`config.mk`:
```
export PLATFORM = sky130hd
export DESIGN_NAME = fib_arbiter
export DESIGN_NICKNAME = d
export VERILOG_FILES = /design/src/rtl/fib_arb_pkg.sv /design/src/rtl/rr_arb2.sv /design/src/rtl/fib_arbiter.sv
export SDC_FILE = /design/constraint.sdc
export NUM_CORES = 1
export LEC_CHECK = 0
export CAP_MARGIN = 10
export CORE_MARGIN = 2
export CORE_UTILIZATION = 38
export DETAILED_ROUTE_END_ITERATION = 8
export PLACE_DENSITY = 0.81
export SLEW_MARGIN = 20
export SYNTH_ARGS = -nofsm -noshare
export SYNTH_HDL_FRONTEND = slang
export SYNTH_SLANG_ARGS = --single-unit
```
`constraint.sdc`:
```
create_clock -name clk -period 2.85 [get_ports clk]
set_clock_uncertainty 0.15 [all_clocks]
set_input_delay 0.285 -clock clk [delete_from_list [all_inputs] [get_ports clk]]
set_output_delay 0.285 -clock clk [all_outputs]
set_load 0.02 [all_outputs]
```
`src/rtl/fib_arb_pkg.sv`:
```
// Shared types and constants for the FIB arbiter: FSM state encoding,
// FIB operation codes and default key widths.
package fib_arb_pkg;

    typedef enum logic [1:0] {
        ST_IDLE  = 2'd0,
        ST_ISSUE = 2'd1,
        ST_WAIT  = 2'd2,
        ST_DONE  = 2'd3
    } state_e;

    localparam logic FIB_OP_LOOKUP = 1'b0;
    localparam logic FIB_OP_INSERT = 1'b1;

    localparam int PREFIX_W_DEF = 64;
    localparam int LEN_W_DEF    = 6;

endpackage

```
`src/rtl/rr_arb2.sv`:
```
// Two-way round-robin arbiter: combinational grant, priority pointer
// that moves to the other requester whenever update_i accepts a grant.
module rr_arb2 (
    input  logic       clk,
    input  logic       rst,
    input  logic [1:0] req_i,
    input  logic       update_i,
    output logic [1:0] gnt_o,
    output logic       ptr_o
);

    // ptr_q names the requester that wins a tie (0 = requester 0).
    logic ptr_q;
    logic ptr_d;

    always_comb begin
        gnt_o = 2'b00;
        if (req_i == 2'b11) begin
            gnt_o = ptr_q ? 2'b10 : 2'b01;
        end else begin
            gnt_o = req_i;
        end
    end

    always_comb begin
        ptr_d = ptr_q;
        if (update_i && gnt_o[0]) begin
            ptr_d = 1'b1;
        end else if (update_i && gnt_o[1]) begin
            ptr_d = 1'b0;
        end
    end

    always_ff @(posedge clk or posedge rst) begin
        if (rst) begin
            ptr_q <= 1'b0;
        end else begin
            ptr_q <= ptr_d;
        end
    end

    assign ptr_o = ptr_q;

endmodule

```
`src/rtl/fib_arbiter.sv`:
```
// Arbitrates PIT lookups and data-side inserts onto a single FIB port.
// Define FIB_ARB_TIMEOUT_EN to abort a WAIT that exceeds TIMEOUT cycles.
module fib_arbiter
    import fib_arb_pkg::*;
#(
    parameter int PREFIX_W = PREFIX_W_DEF,
    parameter int LEN_W    = LEN_W_DEF,
    parameter int TIMEOUT  = 255
) (
    input  logic                clk,
    input  logic                rst,
    input  logic                pit_req,
    input  logic [PREFIX_W-1:0] pit_prefix,
    input  logic [LEN_W-1:0]    pit_len,
    output logic                pit_gnt,
    output logic                pit_done,
    output logic                pit_hit,
    input  logic                dat_req,
    input  logic [PREFIX_W-1:0] dat_prefix,
    input  logic [LEN_W-1:0]    dat_len,
    output logic                dat_gnt,
    output logic                dat_done,
    output logic                dat_ok,
    output logic                fib_start,
    output logic                fib_op,
    output logic [PREFIX_W-1:0] fib_prefix,
    output logic [LEN_W-1:0]    fib_len,
    input  logic                fib_ack,
    input  logic                fib_hit,
    input  logic                fib_rejected,
    output logic                err_timeout
);

    state_e              state_q;
    logic                pit_gnt_q, dat_gnt_q, fib_start_q;
    logic                pit_done_q, dat_done_q, pit_hit_q, dat_ok_q;
    logic                fib_op_q;
    logic [PREFIX_W-1:0] fib_prefix_q;
    logic [LEN_W-1:0]    fib_len_q;

    logic [1:0] arb_req;
    logic [1:0] arb_gnt;
    logic       arb_update;
    logic       arb_ptr_unused;

    assign arb_req    = {dat_req, pit_req};
    assign arb_update = (state_q == ST_IDLE) && (arb_gnt != 2'b00);

    rr_arb2 u_rr (
        .clk      (clk),
        .rst      (rst),
        .req_i    (arb_req),
        .update_i (arb_update),
        .gnt_o    (arb_gnt),
        .ptr_o    (arb_ptr_unused)
    );

`ifdef FIB_ARB_TIMEOUT_EN
    localparam logic [7:0] TIMEOUT_CNT = 8'(TIMEOUT);
    logic [7:0] wait_cnt_q;
    logic       err_timeout_q;
`else
    localparam logic [7:0] timeout_unused = 8'(TIMEOUT);
`endif

    always_ff @(posedge clk or posedge rst) begin
        if (rst) begin
            state_q      <= ST_IDLE;
            pit_gnt_q    <= 1'b0;
            dat_gnt_q    <= 1'b0;
            fib_start_q  <= 1'b0;
            pit_done_q   <= 1'b0;
            dat_done_q   <= 1'b0;
            pit_hit_q    <= 1'b0;
            dat_ok_q     <= 1'b0;
            fib_op_q     <= FIB_OP_LOOKUP;
            fib_prefix_q <= '0;
            fib_len_q    <= '0;
`ifdef FIB_ARB_TIMEOUT_EN
            wait_cnt_q    <= 8'd0;
            err_timeout_q <= 1'b0;
`endif
        end else begin
            // Every pulse output defaults low; states below raise them for one cycle.
            pit_gnt_q   <= 1'b0;
            dat_gnt_q   <= 1'b0;
            fib_start_q <= 1'b0;
            pit_done_q  <= 1'b0;
            dat_done_q  <= 1'b0;
            pit_hit_q   <= 1'b0;
            dat_ok_q    <= 1'b0;
`ifdef FIB_ARB_TIMEOUT_EN
            err_timeout_q <= 1'b0;
`endif
            case (state_q)
                ST_IDLE: begin
                    if (arb_gnt != 2'b00) begin
                        fib_op_q     <= arb_gnt[1] ? FIB_OP_INSERT : FIB_OP_LOOKUP;
                        fib_prefix_q <= arb_gnt[1] ? dat_prefix : pit_prefix;
                        fib_len_q    <= arb_gnt[1] ? dat_len : pit_len;
                        pit_gnt_q    <= arb_gnt[0];
                        dat_gnt_q    <= arb_gnt[1];
                        fib_start_q  <= 1'b1;
                        state_q      <= ST_ISSUE;
                    end
                end
                ST_ISSUE: begin
`ifdef FIB_ARB_TIMEOUT_EN
                    wait_cnt_q <= 8'd0;
`endif
                    state_q <= ST_WAIT;
                end
                ST_WAIT: begin
                    if (fib_ack) begin
                        state_q <= ST_DONE;
                        if (fib_op_q == FIB_OP_INSERT) begin
                            dat_done_q <= 1'b1;
                            dat_ok_q   <= ~fib_rejected;
                        end else begin
                            pit_done_q <= 1'b1;
                            pit_hit_q  <= fib_hit;
                        end
                    end
`ifdef FIB_ARB_TIMEOUT_EN
                    else if (wait_cnt_q == TIMEOUT_CNT) begin
                        state_q       <= ST_DONE;
                        err_timeout_q <= 1'b1;
                        dat_done_q    <= (fib_op_q == FIB_OP_INSERT);
                        pit_done_q    <= (fib_op_q == FIB_OP_LOOKUP);
                    end else begin
                        wait_cnt_q <= wait_cnt_q + 8'd1;
                    end
`endif
                end
                ST_DONE: begin
                    state_q <= ST_IDLE;
                end
                default: begin
                    state_q <= ST_IDLE;
                end
            endcase
        end
    end

    assign pit_gnt    = pit_gnt_q;
    assign dat_gnt    = dat_gnt_q;
    assign fib_start  = fib_start_q;
    assign pit_done   = pit_done_q;
    assign dat_done   = dat_done_q;
    assign pit_hit    = pit_hit_q;
    assign dat_ok     = dat_ok_q;
    assign fib_op     = fib_op_q;
    assign fib_prefix = fib_prefix_q;
    assign fib_len    = fib_len_q;
`ifdef FIB_ARB_TIMEOUT_EN
    assign err_timeout = err_timeout_q;
`else
    assign err_timeout = 1'b0;
`endif

endmodule

```
# Word-level counts from Yosys, hierarchy flattened
# Index checks and enable logic that the tools add are counted.
# totals
output_inout_bits	79
inputBits	147
register_bits	81
# classes
muxes	28
bitwise	1
eq_ne	6
n_reduce_logical	8
# op_table
operator	count
two-way mux 64 bit	1
two-way mux 1 bit	21
two-way mux 2 bit	4
one-hot mux 2 bit (4 select lines)	1
equality test 2 bit (second input constant)	3
two-way mux 6 bit	1
AND reduction 2 bit	2
nonzero test 2 bit	2
logical AND 1 bit	3
equality test 2 x 1 -> 1 bit (second input constant)	1
logical NOT 2 bit	1
!= test 2 x 1 -> 1 bit (second input constant)	1
!= test 2 bit (second input constant)	1
inverter 1 bit	1

# Logic depth before layout (Yosys ltp)
# Gate-level depths: netlist (run 1).
# depth
depth_word	7
depth_mapped	8

# Modules after synthesis
# From an unflattened synthesis (run 1), not the netlist that was laid out.
# unflattened
hier_cells	343
area_unflattened_um2	3789.9
# by_module_without_submodules
module	area_per_inst_um2	cells_per_inst	instances
fib_arbiter	3731.1	336	1
rr_arb2	58.8	7	1

# Least setup slack after synthesis (run 1)
# No wires, ideal clock.
# synth_timing
path_type	register -> register
startpoint	register state_q[0]
endpoint	register fib_prefix_q[10] (netlist: fib_prefix[10])
period_less_slack_ps	1566
required_ps	2570
slack_ps	1284
stages_incl_launch_ff	8
path_buffers	3
arrival_time_ps	1286
cell_sequence	dfrtp_1 > inv_1 > ha_1 > o21a_1 > buf_2 > buf_6 > buf_2 > a31oi_1
# synth_via
elab_chain_len	2
# synth_rtl
item	line	source
start, declared	fib_arbiter.sv:34	state_e state_q;
start signal, assigned	fib_arbiter.sv:68	state_q <= ST_IDLE;
start signal, assigned	fib_arbiter.sv:104	state_q <= ST_ISSUE;
start signal, assigned	fib_arbiter.sv:111	state_q <= ST_WAIT;
logical NOT 2 bit	fib_arbiter.sv:95	case (state_q)
AND reduction 2 bit (no line)	-	
end signal, assigned	fib_arbiter.sv:99	fib_prefix_q <= arb_gnt[1] ? dat_prefix : pit_prefix;
end, declared	fib_arbiter.sv:38	logic [PREFIX_W-1:0] fib_prefix_q;
# Every way passes these cells.
# A chain may end at the register's enable or synchronous reset.

# Worst setup path after layout (run 1)
# layout_timing
startpoint	register state_q[0]
endpoint	register fib_prefix_q[12] (netlist: fib_prefix[12])
# Same word-level chain as after synthesis.

==> impl_metrics.yaml, run 1 <==
outcome:
  outcome: "complete, no violations"
power:
  power.total_mw: 6.13
  ir_worst_vdd_mv: 0.427
  leakage_nw: 2.43
  power_per_cell_area_nw_per_um2: 980
synth:
  syn-cell-area_um2: 3830
  synth_nets: 583
  synth_edf_count: 0
  avgSynthCellArea_um2: 8.82
  synth_flop_cell: "dfrtp_1"
  syn_inst: 434
  ys_types: 24
  synth_seq_cells: 81
  synth_warnings: 0
  yosysSeqAreaShare_pct: 52.9
  ys_async_sr_fraction_pct: 100
drt:
  via_per_inst: 5.39
  vias: 4115
  dr.pass1.iters: 5
  met1_length_mm: 5.18
  top_layer: "met4"
  drt_iter0_drc: 220
  wl_mm: 12.7
  drc_errors: 0
  wl_met2_mm: 6.31
  drtAntennaViolNets: 0
  avgRoutedWirePerCell_um: 16.6
  dr_wl_met3_um: 813
finish:
  final.fill_count: 825
  instances_no_fill: 763
  seq_area_um2: 2030
  antennaDiodeCount: 0
  final_nets: 778
  multi_input_area_um2: 1560
  area_growth_syn_to_layout_pct: 63.4
  drive_gt1_share_pct: 4.13
timing:
  slew_violations: 0
  max_freq_mhz: 491
  final-hold-violation-count: 0
  worstMarginPinSlew_ns: 0.884
  rsz0062_at_grt: "no"
  relSlewSlack_pct: 41.0
  fin_hold_ws_ns: 0.173
  fin_tns_setup_ns: 0
  period_minus_slack_ns: 2.04
  fin_ws_ns: 0.812
  finalCritPeriodShare_pct: 71.5
  setup_viol: 0
grt:
  overflow: 0
  grt_pass1_vias: 4003
  grt_pass1_wl_mm: 20.2
  antenna_found_initial: 0
  grt_usage_pct: 23.0
  grt_start_max_net_pins: 71
worst_setup_path:
  critPathKind: "reg2reg"
  start_kind: "register"
  worst-path-max-fanout: 48
  cp_data_required_time_ns: 2.95
  crit_arrival_ns: 2.14
  end_kind: "register"
floorplanning:
  die_h_um: 104
  io_pins: 226
  core-area_um2: 9770
  dieArea_um2: 10900
  die_x_um: 104
  rows: 36
  start_util_pct: 39.2
worst_hold_path:
  hp-class: "in2async"
clock_network:
  clk_path_buf_depth: 2
  cts_post_setup_buffers_inserted: 0
  htreeDepth: 3
  worst_skew_pair.late_latency_ns: 0.33
  cts_tree: "yes"
  clkSinkCount: 81
  ctsHoldBuffers: 0
  clk_pin_slew_ns: 0.08
  root_buffer: "clkbuf_8"
  post_cts_resized: 0
  cts_buffers: 9
place:
  port_buffers: 224
  place_hpwl_mm: 8.67
  post-place-ws_ns: 0.583
  dp.cells: 751
  globalplace.congestion: 0.810
job:
  cap_violations: 0
metrics by stage:
step	cell area (um^2)	utilization, %
2_1_floorplan	3830	-
3_3_place_gp	6100	62.4
3_5_place_dp	6100	62.4
4_1_cts	6250	64.0
5_1_grt	6260	64.0
6_report	6260	64.0
Yosys cell counts (2+ instances only):
cell type | number | area, um^2
buf_2 | 23 | 115
a31oi_1 | 71 | 444
clkbuf_1 | 19 | 71.3
o21ai_1 | 13 | 65.1
and3_1 | 3 | 18.8
o21ai_0 | 57 | 285
buf_6 | 3 | 33.8
inv_1 | 5 | 18.8
ha_1 | 2 | 25.0
nor2_1 | 71 | 267
nor2b_1 | 2 | 12.5
buf_4 | 2 | 15.0
a21oi_1 | 3 | 15.0
nand3_1 | 70 | 350
dfrtp_1 | 81 | 2030
layout make-up:
class	instances	share of cell area [%]
repair buffers	231	37.2
flip-flops and latches	81	32.4
multi-input cells	301	24.9
well taps	133	2.66
clock buffers	11	2.42
inverters	5	0.340
clock inverters	1	0.0800
final timing paths:
kind                       slack [ns]                    from                         end  cells after the start
setup / recovery                 0.81  state_q[0]$_DFFE_PP0P_  fib_prefix[12]$_DFFE_PP0N_                      6
hold / removal                   0.17                     rst  fib_prefix[33]$_DFFE_PP0N_                      2
hold reg to reg                  0.34  state_q[0]$_DFFE_PP0P_      state_q[0]$_DFFE_PP0P_                      1
min in group clk                 0.29                 dat_req  fib_prefix[49]$_DFFE_PP0N_                      3
max in group asynchronous        1.70                     rst  fib_prefix[18]$_DFFE_PP0N_                      3
setup reg to reg                 0.81  state_q[0]$_DFFE_PP0P_  fib_prefix[12]$_DFFE_PP0N_                      6
routing by layer:
metal | vias up | global-route usage, %
li1 | 1940 | -
met1 | 1967 | 27.5
met2 | 181 | 39.4
met3 | 27 | 5.39
met4 | 0 | 9.94
met5 | - | 0
where the power goes:
group / switching, mW / total (mW) / internal (mW)
logic: 1.81 / 3.38 / 1.58
registers: 0.303 / 2.02 / 1.71
clock network: 0.385 / 0.729 / 0.344
cell usage in the layout (no fill, tap or decap), types with 4 or more instances in the layout:
| cell | Yosys | layout |
|---|---|---|
| clkbuf_8 | 0 | 11 |
| o21ai_1 | 13 | 13 |
| nand3_1 | 70 | 70 |
| buf_4 | 2 | 4 |
| a31oi_1 | 71 | 71 |
| clkdlybuf4s50_1 | 0 | 223 |
| dfrtp_1 | 81 | 81 |
| o21ai_0 | 57 | 57 |
| nor2_1 | 71 | 71 |
sequential cells by signal (all words and copies together) (netlist names):
signal and count:
fib_start 1, dat_ok 1, dat_gnt 1, fib_len 6
pit_gnt 1, dat_done 1, pit_done 1, fib_op 1
fib_prefix 64, state_q 2, u_rr.ptr_o 1, pit_hit 1
cells by family after synthesis:
kind of cell    Yosys count  synth area share, %
compound gates          147                 21.8
fa+ha+maj                 2                0.653
buf+inv                  52                 6.63
flops                    81                 52.9
mux                       1                0.294
other cells               1               0.0979
simple gates            150                 17.6
critical path, stage by stage, from the launching register on:
cell	delay (ns)
dfrtp_1	0.38
inv_1	0.08
ha_1	0.30
o21a_4	0.51
buf_12	0.28
nor2_1	0.06
a31oi_1	0.16
Power figures use the tool's default switching activity.
==> run 2, diff against run 1 <==
Settings changed: CORE_UTILIZATION 38 to 34, PLACE_DENSITY 0.81 to 0.77.
Clock period 2.85 ns to 1.7 ns, I/O delays scaled along.
==> run 2 against run 1 <==
  * Via count up 3.1%
  * Wire length up 3.2%
  * Sequential cell count stayed put
  * Largest power group unchanged
==> impl_metrics.yaml, run 2 (synthesis results as in run 1) <==
outcome:
  outcome: "complete, no violations"
worst_setup_path:
  crit_arrival_ns: 1.32
  path_cells: "clkdlybuf4s50_1"
  critPathKind: "reg2out"
  end_kind: "output port"
  max_stage_delay_ns: 0.63
  cp_data_required_time_ns: 1.38
  start_kind: "register"
  slowest_stage: "clkdlybuf4s50_1"
  cp.buffers_inverters: 1
  path_delay_family: "buffers and inverters"
  worst-path-max-fanout: 3
finish:
  area_growth_syn_to_layout_pct: 74.5
  largest_reg_flops: 64
  final_common_cell: "clkdlybuf4s50_1"
  seq_area_um2: 2030
  multi_input_area_um2: 1570
  final.fill_count: 955
  final_util_pct: 61.1
  antennaDiodeCount: 0
  final_cell_mix: "clkdlybuf4s50_1 (223), dfrtp_1 (81), nor2_1 (71), a31oi_1 (71), nand3_1 (70)"
  drive_gt1_share_pct: 6.94
  instances_no_fill: 788
  final_nets: 792
clock_network:
  worst_skew_pair.late_latency_ns: 0.32
  htreeDepth: 3
  cts_tree: "yes"
  root_buffer: "clkbuf_16"
  clk_pin_slew_ns: 0.06
  clkSinkCount: 81
  cts_buffers: 9
  clk_path_buf_depth: 2
timing:
  finalCritPeriodShare_pct: 96.3
  slew_violations: 0
  setup_viol: 0
  rsz0062_at_grt: "no"
  fin_ws_ns: 0.0627
  max_freq_mhz: 611
  period_minus_slack_ns: 1.64
  final-hold-violation-count: 0
  fin_hold_ws_ns: 0.0184
drt:
  dr.pass1.iters: 5
  drtAntennaViolNets: 0
  via_per_inst: 5.39
  vias: 4244
  drc_errors: 0
  wl_mm: 13.1
  drt_iter0_drc: 463
  avgRoutedWirePerCell_um: 16.6
power:
  power_per_cell_area_nw_per_um2: 1720
  seqPwrFrac_pct: 29.6
  p_sw_share_pct: 38.4
  power.total_mw: 11.5
  leakage_nw: 2.61
  p_int_mw: 7.06
  comb_power_share_pct: 53.5
  p_clk_share_pct: 16.9
  p_switching_mw: 4.40
  ir_worst_vdd_mv: 0.943
place:
  place_hpwl_mm: 9.37
  globalplace.congestion: 0.772
  dp.cells: 768
  post-place-ws_ns: -0.0547
  port_buffers: 224
worst_hold_path:
  hp-class: "in2reg"
grt:
  grt_start_max_net_pins: 56
  grt_usage_pct: 20.3
  overflow: 0
  grt_pass1_wl_mm: 19.2
  grt_pass1_vias: 3996
  antenna_found_initial: 0
floorplanning:
  dieArea_um2: 12100
  start_util_pct: 35.0
  die_h_um: 110
  rows: 38
  core-area_um2: 10900
  die_x_um: 110
  io_pins: 226
job:
  cap_violations: 0
## run 2: path summary, 6_finish.rpt
path,end,slack (ns),start,depth (start not counted)
worst max-delay path,fib_op,0.06,fib_op$_DFFE_PP0N_,1
worst min-delay path,u_rr.ptr_o$_DFFE_PP0P_,0.02,dat_req,2
worst max register to register,fib_prefix[23]$_DFFE_PP0N_,0.10,state_q[1]$_DFFE_PP0P_,6
worst min register to register,state_q[0]$_DFFE_PP0P_,0.37,state_q[0]$_DFFE_PP0P_,1
max in group asynchronous,fib_prefix[55]$_DFFE_PP0N_,0.87,rst,3
min in group asynchronous,fib_prefix[48]$_DFFE_PP0N_,0.04,rst,2
## run 2: metrics by stage
step | setup TNS, ns | cell area (um^2)
5_1_grt | 0 | 6680
4_1_cts | 0 | 6570
6_report | 0 | 6680
2_1_floorplan | 0 | 3830
3_5_place_dp | -0.341 | 6270
3_3_place_gp | 0 | 6270
## run 2: layout make-up
type,instances,share of cell area [%]
tap,140,2.62
multi-input combinational,301,23.6
timing repair buffer,245,38.7
clock inverter,4,0.768
inverter,5,0.337
clock buffer,12,3.69
sequential,81,30.3
## run 2: routing by layer
layer	up-vias	part of all wire (%)	wire, um	track usage [%]
met3	19	9.5	1240	5.11
met1	2008	39	5120	25.0
met5	-	0	0	0
li1	1978	-	-	-
met4	0	2.1	279	6.79
met2	239	49	6440	34.8
## run 2: timing repair
action                     CTS  global route
gates resized for setup      0             5
setup endpoints to repair    0            68
hold buffers                 0             0
setup buffers                0             2
## run 2: power groups by stage
| stage | combinational [mW] | sequential, mW | clock (mW) |
|---|---|---|---|
| after CTS | 5.89 | 3.40 | 1.97 |
| after global routing | 6.59 | 3.51 | 2.07 |
| final | 6.14 | 3.39 | 1.93 |
| after detailed placement | 5.88 | 3.42 | 0 |
| after global placement | 5.78 | 3.39 | 0 |
| after floorplan | 2.04 | 4.46 | 0 |
==> RTL edit 1: new RTL, flow settings as in run 2 <==
Change the package constant `PREFIX_W_DEF` from 64 to 96.
--- a/src/rtl/fib_arb_pkg.sv
+++ b/src/rtl/fib_arb_pkg.sv
@@ -14,3 +14,3 @@
 
-    localparam int PREFIX_W_DEF = 64;
+    localparam int PREFIX_W_DEF = 96;
     localparam int LEN_W_DEF    = 6;
Ports: changed (resized dat_prefix, fib_prefix and pit_prefix); port bits go from 226 to 322. The function was not compared with the original's and may differ.
==> RTL edit 1 against run 2 <==
- non-clock buffer count increased by 111
- area after synthesis increased by 41%
- register-to-register slack got worse by 0.05 ns
- sequential cell count increased by 32
- via count increased by 44%
- fmax decreased by 1.7%
- combinational power increased by 36%
- worst setup slack got worse by 0.029 ns
- cell area increased by 46%
- routed wire length increased by 55%
- count of clock-buffer cells in the layout increased by 10
- power increased by 48%
- critical endpoint is now fib_prefix[70]
- largest power group unchanged
==> RTL edit 1: results (changes against run 2) <==
set qor(worstSkewPairLatency_ns) 0.40 ;# +0.08 ns
set qor(synth_compound_gate_area_share_pct) 22.09 ;# +0.32 points
set qor(buf_share_pct) 38.83 ;# +0.15 points
set qor(synth.top_cells.by_count) {sky130_fd_sc_hd__dfrtp_1, sky130_fd_sc_hd__a31oi_1, sky130_fd_sc_hd__nor2_1}
set qor(critical_path_arrival_ns) 1.35 ;# +0.03 ns
set qor(layout.clock.cell_area_share_pct) 6.599 ;# +2.1 points
set qor(grt_use_total_pct) 21.90 ;# +1.6 points
set qor(mappedNetlistNets) 829 ;# +42%
set qor(clock_buffers) 22 ;# +10
set qor(place.detailed.hpwl_mm) 13.22 ;# +41%
set qor(synth-adder-area-share_pct) 0.4631 ;# -0.19 points
set qor(layout-drive-gt1-share_pct) 7.807 ;# +0.86 points
set qor(clock_path_buffers) 2 ;# unchanged
set qor(run_status) {complete, no violations}
set qor(avgRoutedWirePerCell_um) 17.64 ;# +6.4%
set qor(gp_routability_congestion) 0.7782 ;# +0.75%
set qor(sequential_cell_area_sq_mm) 0.002828 ;# +40%
set qor(largest_fanout_on_the_critical_path) 2 ;# -1
set qor(clock_net_power_w) 0.00390 ;# +100%
set qor(detailedRoute.firstIterationViolations) 374 ;# -19%
set qor(grt_pass1_wl_mm) 28.77 ;# +50%
set qor(peakVddDrop_uv) 927.6 ;# -1.6%
set qor(r2r-start) {state_q[0]}
set qor(first_global_vias) 5569 ;# +39%
set qor(pin_count_of_the_biggest_net_entering_global_routing) 52 ;# -7.1%
set qor(worst_min_delay_path_class) {primary input to asynchronous set/reset pin}
set qor(multi_input_comb_area_sq_mm) 0.002218 ;# +41%
set qor(yosysUniqueCellTypes) 25 ;# +4.2%
set qor(layout.nets) 1135 ;# +43%
set qor(synthMuxAreaShare_pct) 0.2084 ;# -0.086 points
set qor(p_sw_share_pct) 38.26 ;# -0.15 points
set qor(power.leakage_nw) 4.129 ;# +58%
set qor(count_of_plain_and_timing_repair_buffers) 356 ;# +45%
set qor(flip_flop_count_of_the_largest_register_all_copies_and_words_added) 96 ;# +50%
set qor(tritoncts.num_buffers) 17 ;# +8
set qor(fillers) 1365 ;# +43%
set qor(htree_num_levels) 4 ;# +1
set qor(worst_path_largest_cell_delay_ns) 0.60 ;# -0.03 ns
set qor(crit_path_start) {fib_prefix[70]}
set qor(avgViaCountPerCell) 5.292 ;# -1.7%
set qor(synth.yosys.seq_area_share_pct) 52.33 ;# -0.61 points
set qor(yosys-top-cells-area) {sky130_fd_sc_hd__dfrtp_1, sky130_fd_sc_hd__a31oi_1, sky130_fd_sc_hd__nand3_1, sky130_fd_sc_hd__o21ai_0, sky130_fd_sc_hd__nor2_1}
==> RTL edit 1: repair_timing <==
| item | 4_1_cts | 5_1_grt |
|---|---|---|
| cloned | 1 | 5 |
| setup buffers | 1 | 4 |
| setup endpoints to repair | 68 | 136 |
| hold buffers | 1 | 0 |
| resized for setup | 67 | 40 |
| hold endpoints to repair | 3 | 0 |
==> RTL edit 1: per-layer routing <==
| metal | up-vias | GRT usage, % | share of wire (%) |
|---|---|---|---|
| met3 | 41 | 6.642 | 8.7 |
| met5 | - | 0 | 0 |
| met2 | 302 | 36.96 | 49 |
| met1 | 2908 | 25.97 | 39 |
| li1 | 2840 | - | - |
| met4 | 0 | 9.361 | 2.7 |
==> RTL edit 1: path summary, 6_finish.rpt <==
path	endpoint	slack (ns)	cells after the start
setup / recovery	fib_prefix[70]	0.03	1
hold / removal	fib_prefix[17]	0.08	3
max in group asynchronous	dat_gnt	1.07	3
setup reg to reg	fib_prefix[30]	0.05	7
hold reg to reg	state_q[0]	0.34	1
min in group clk	dat_ok	0.17	2
==> RTL edit 1: stage by stage <==
stage | util (%) | setup TNS [ns] | cells | worst slack, ns | area, sq um
floorplan | - | 0 | 616 | 0.008561 | 5408
global placement | 56.67 | -8.245 | 1107 | -0.1270 | 8904
detailed placement | 56.67 | -12.27 | 1107 | -0.2023 | 8904
CTS | 60.56 | 0 | 1142 | 0.0005215 | 9515
global route | 62.26 | -0.008609 | 1151 | -0.003469 | 9783
finish | 62.26 | 0 | 1151 | 0.03363 | 9783
==> RTL edit 1: kinds of logic (layout without fill, tap and decap cells) <==
logic type	after synthesis	count (layout)
muxes	1	1
AOI/OAI and AO/OA	211	211
and+or+nand+nor	214	214
other	1	1
DFF	113	113
buffers and inverters	74	393
adders and majority gates	2	2
==> RTL edit 2: new RTL, flow settings as in run 2 <==
Made on the original files. The 4 states of `state_e` get a Gray code encoding in 2 bits.
--- a/src/rtl/fib_arb_pkg.sv
+++ b/src/rtl/fib_arb_pkg.sv
@@ -5,6 +5,6 @@
     typedef enum logic [1:0] {
-        ST_IDLE  = 2'd0,
-        ST_ISSUE = 2'd1,
-        ST_WAIT  = 2'd2,
-        ST_DONE  = 2'd3
+        ST_IDLE  = 2'b00,
+        ST_ISSUE = 2'b01,
+        ST_WAIT  = 2'b11,
+        ST_DONE  = 2'b10
     } state_e;
Check against the original RTL: no difference found for any inputs over 10 cycles, from zero or initial values and one cycle with rst high; not proved beyond that.
==> RTL edit 2 against run 2 <==
- area after synthesis increased by 2.1%
- worst setup slack got worse by 0.0034 ns
- critical path type unchanged
- power decreased by 1.6%
- largest cell class unchanged
- non-clock buffer count unchanged
- combinational power decreased by 5.4%
- cell area increased by 0.26%
- routed wire length increased by 8.0%
- sequential cell count unchanged
==> RTL edit 2: results (changes against run 2) <==
set qor(post-place-ws_ns) -0.06996 ;# -0.01530 ns
set qor(largest_fanout_on_the_critical_path) 2 ;# -1
set qor(yosys-top-cells-area) {sky130_fd_sc_hd__dfrtp_1, sky130_fd_sc_hd__a31oi_1, sky130_fd_sc_hd__a21oi_1, sky130_fd_sc_hd__nand3_1, sky130_fd_sc_hd__o21ai_0}
set qor(synth_compound_gate_area_share_pct) 29.90 ;# +8.1 points
set qor(r2r-start) {u_rr.ptr_o}
set qor(synth.top_cells.by_count) {sky130_fd_sc_hd__dfrtp_1, sky130_fd_sc_hd__a21oi_1, sky130_fd_sc_hd__a31oi_1}
set qor(crit_path_start) {fib_prefix[28]}
set qor(power.leakage_nw) 2.571 ;# -1.4%
set qor(async_reset_ff_share_pct) 100.0 ;# unchanged
set qor(pin_count_of_the_biggest_net_entering_global_routing) 78 ;# +39%
set qor(holdBufCountCts) 2 ;# +2
set qor(layout.nets) 788 ;# -0.51%
set qor(place.detailed.hpwl_mm) 9.658 ;# +3.1%
set qor(yosysUniqueCellTypes) 23 ;# -4.2%
set qor(peakVddDrop_uv) 777.0 ;# -18%
set qor(grt_pass1_wl_mm) 22.61 ;# +18%
set qor(first_global_vias) 4421 ;# +11%
set qor(critPathTopFamily) {buffers and inverters}
set qor(synthMuxAreaShare_pct) 0 ;# -0.29 points
set qor(hold-worst-slack_ns) 0.2342 ;# +0.2158 ns
set qor(fillers) 1009 ;# +5.7%
set qor(placed_cell_area_sq_mm) 0.006349 ;# +1.2%
set qor(avgRoutedWirePerCell_um) 17.89 ;# +7.9%
set qor(detailedRoute.firstIterationViolations) 622 ;# +34%
set qor(hold-path-endpoint) {dat_ok}
set qor(run_status) {complete, no violations}
set qor(synthesis.area_per_instance_sq_um) 8.904 ;# +0.93%
set qor(layout-drive-gt1-share_pct) 6.192 ;# -0.75 points
set qor(gp_routability_congestion) 0.8662 ;# +12%
set qor(reg2reg_to) {fib_prefix[26]}
set qor(setup.worst_path.end) {fib_prefix[28]}
set qor(dp_cells) 771 ;# +0.39%
set qor(postLayoutSetupSlackWorst_ns) 0.05936 ;# -0.003370 ns
set qor(synth-adder-area-share_pct) 0 ;# -0.65 points
set qor(rrSetupSlack_ns) 0.15 ;# +0.05 ns
RTL edit 2: area by class of cell:
cell class	count	area [sq um]	share of cell area [%]
sequential	81	2027	30.26
timing repair buffer	245	2530	37.77
clock inverter	2	60.06	0.8967
tap	143	178.9	2.671
inverter	2	11.26	0.1681
clock buffer	14	264.0	3.942
multi-input combinational	302	1627	24.29
RTL edit 2: report_power, final:
part / leakage (nW) / internal (W) / total (W) / switching [W]
combinational: 1.49 / 0.00274 / 0.00581 / 0.00307
clock: 0.157 / 0.00137 / 0.00211 / 0.000737
sequential: 0.922 / 0.00286 / 0.00337 / 0.000513
total: 2.57 / 0.00697 / 0.0113 / 0.00432
RTL edit 2: routing by layer:
metal  vias to the layer above  GRT usage, %  share of wire, %
met5                         -             0                 0
met4                         0         9.465               2.3
met3                        25         5.960               8.3
met2                       251         35.04                48
met1                      2145         29.28                41
li1                       2038             -                 -
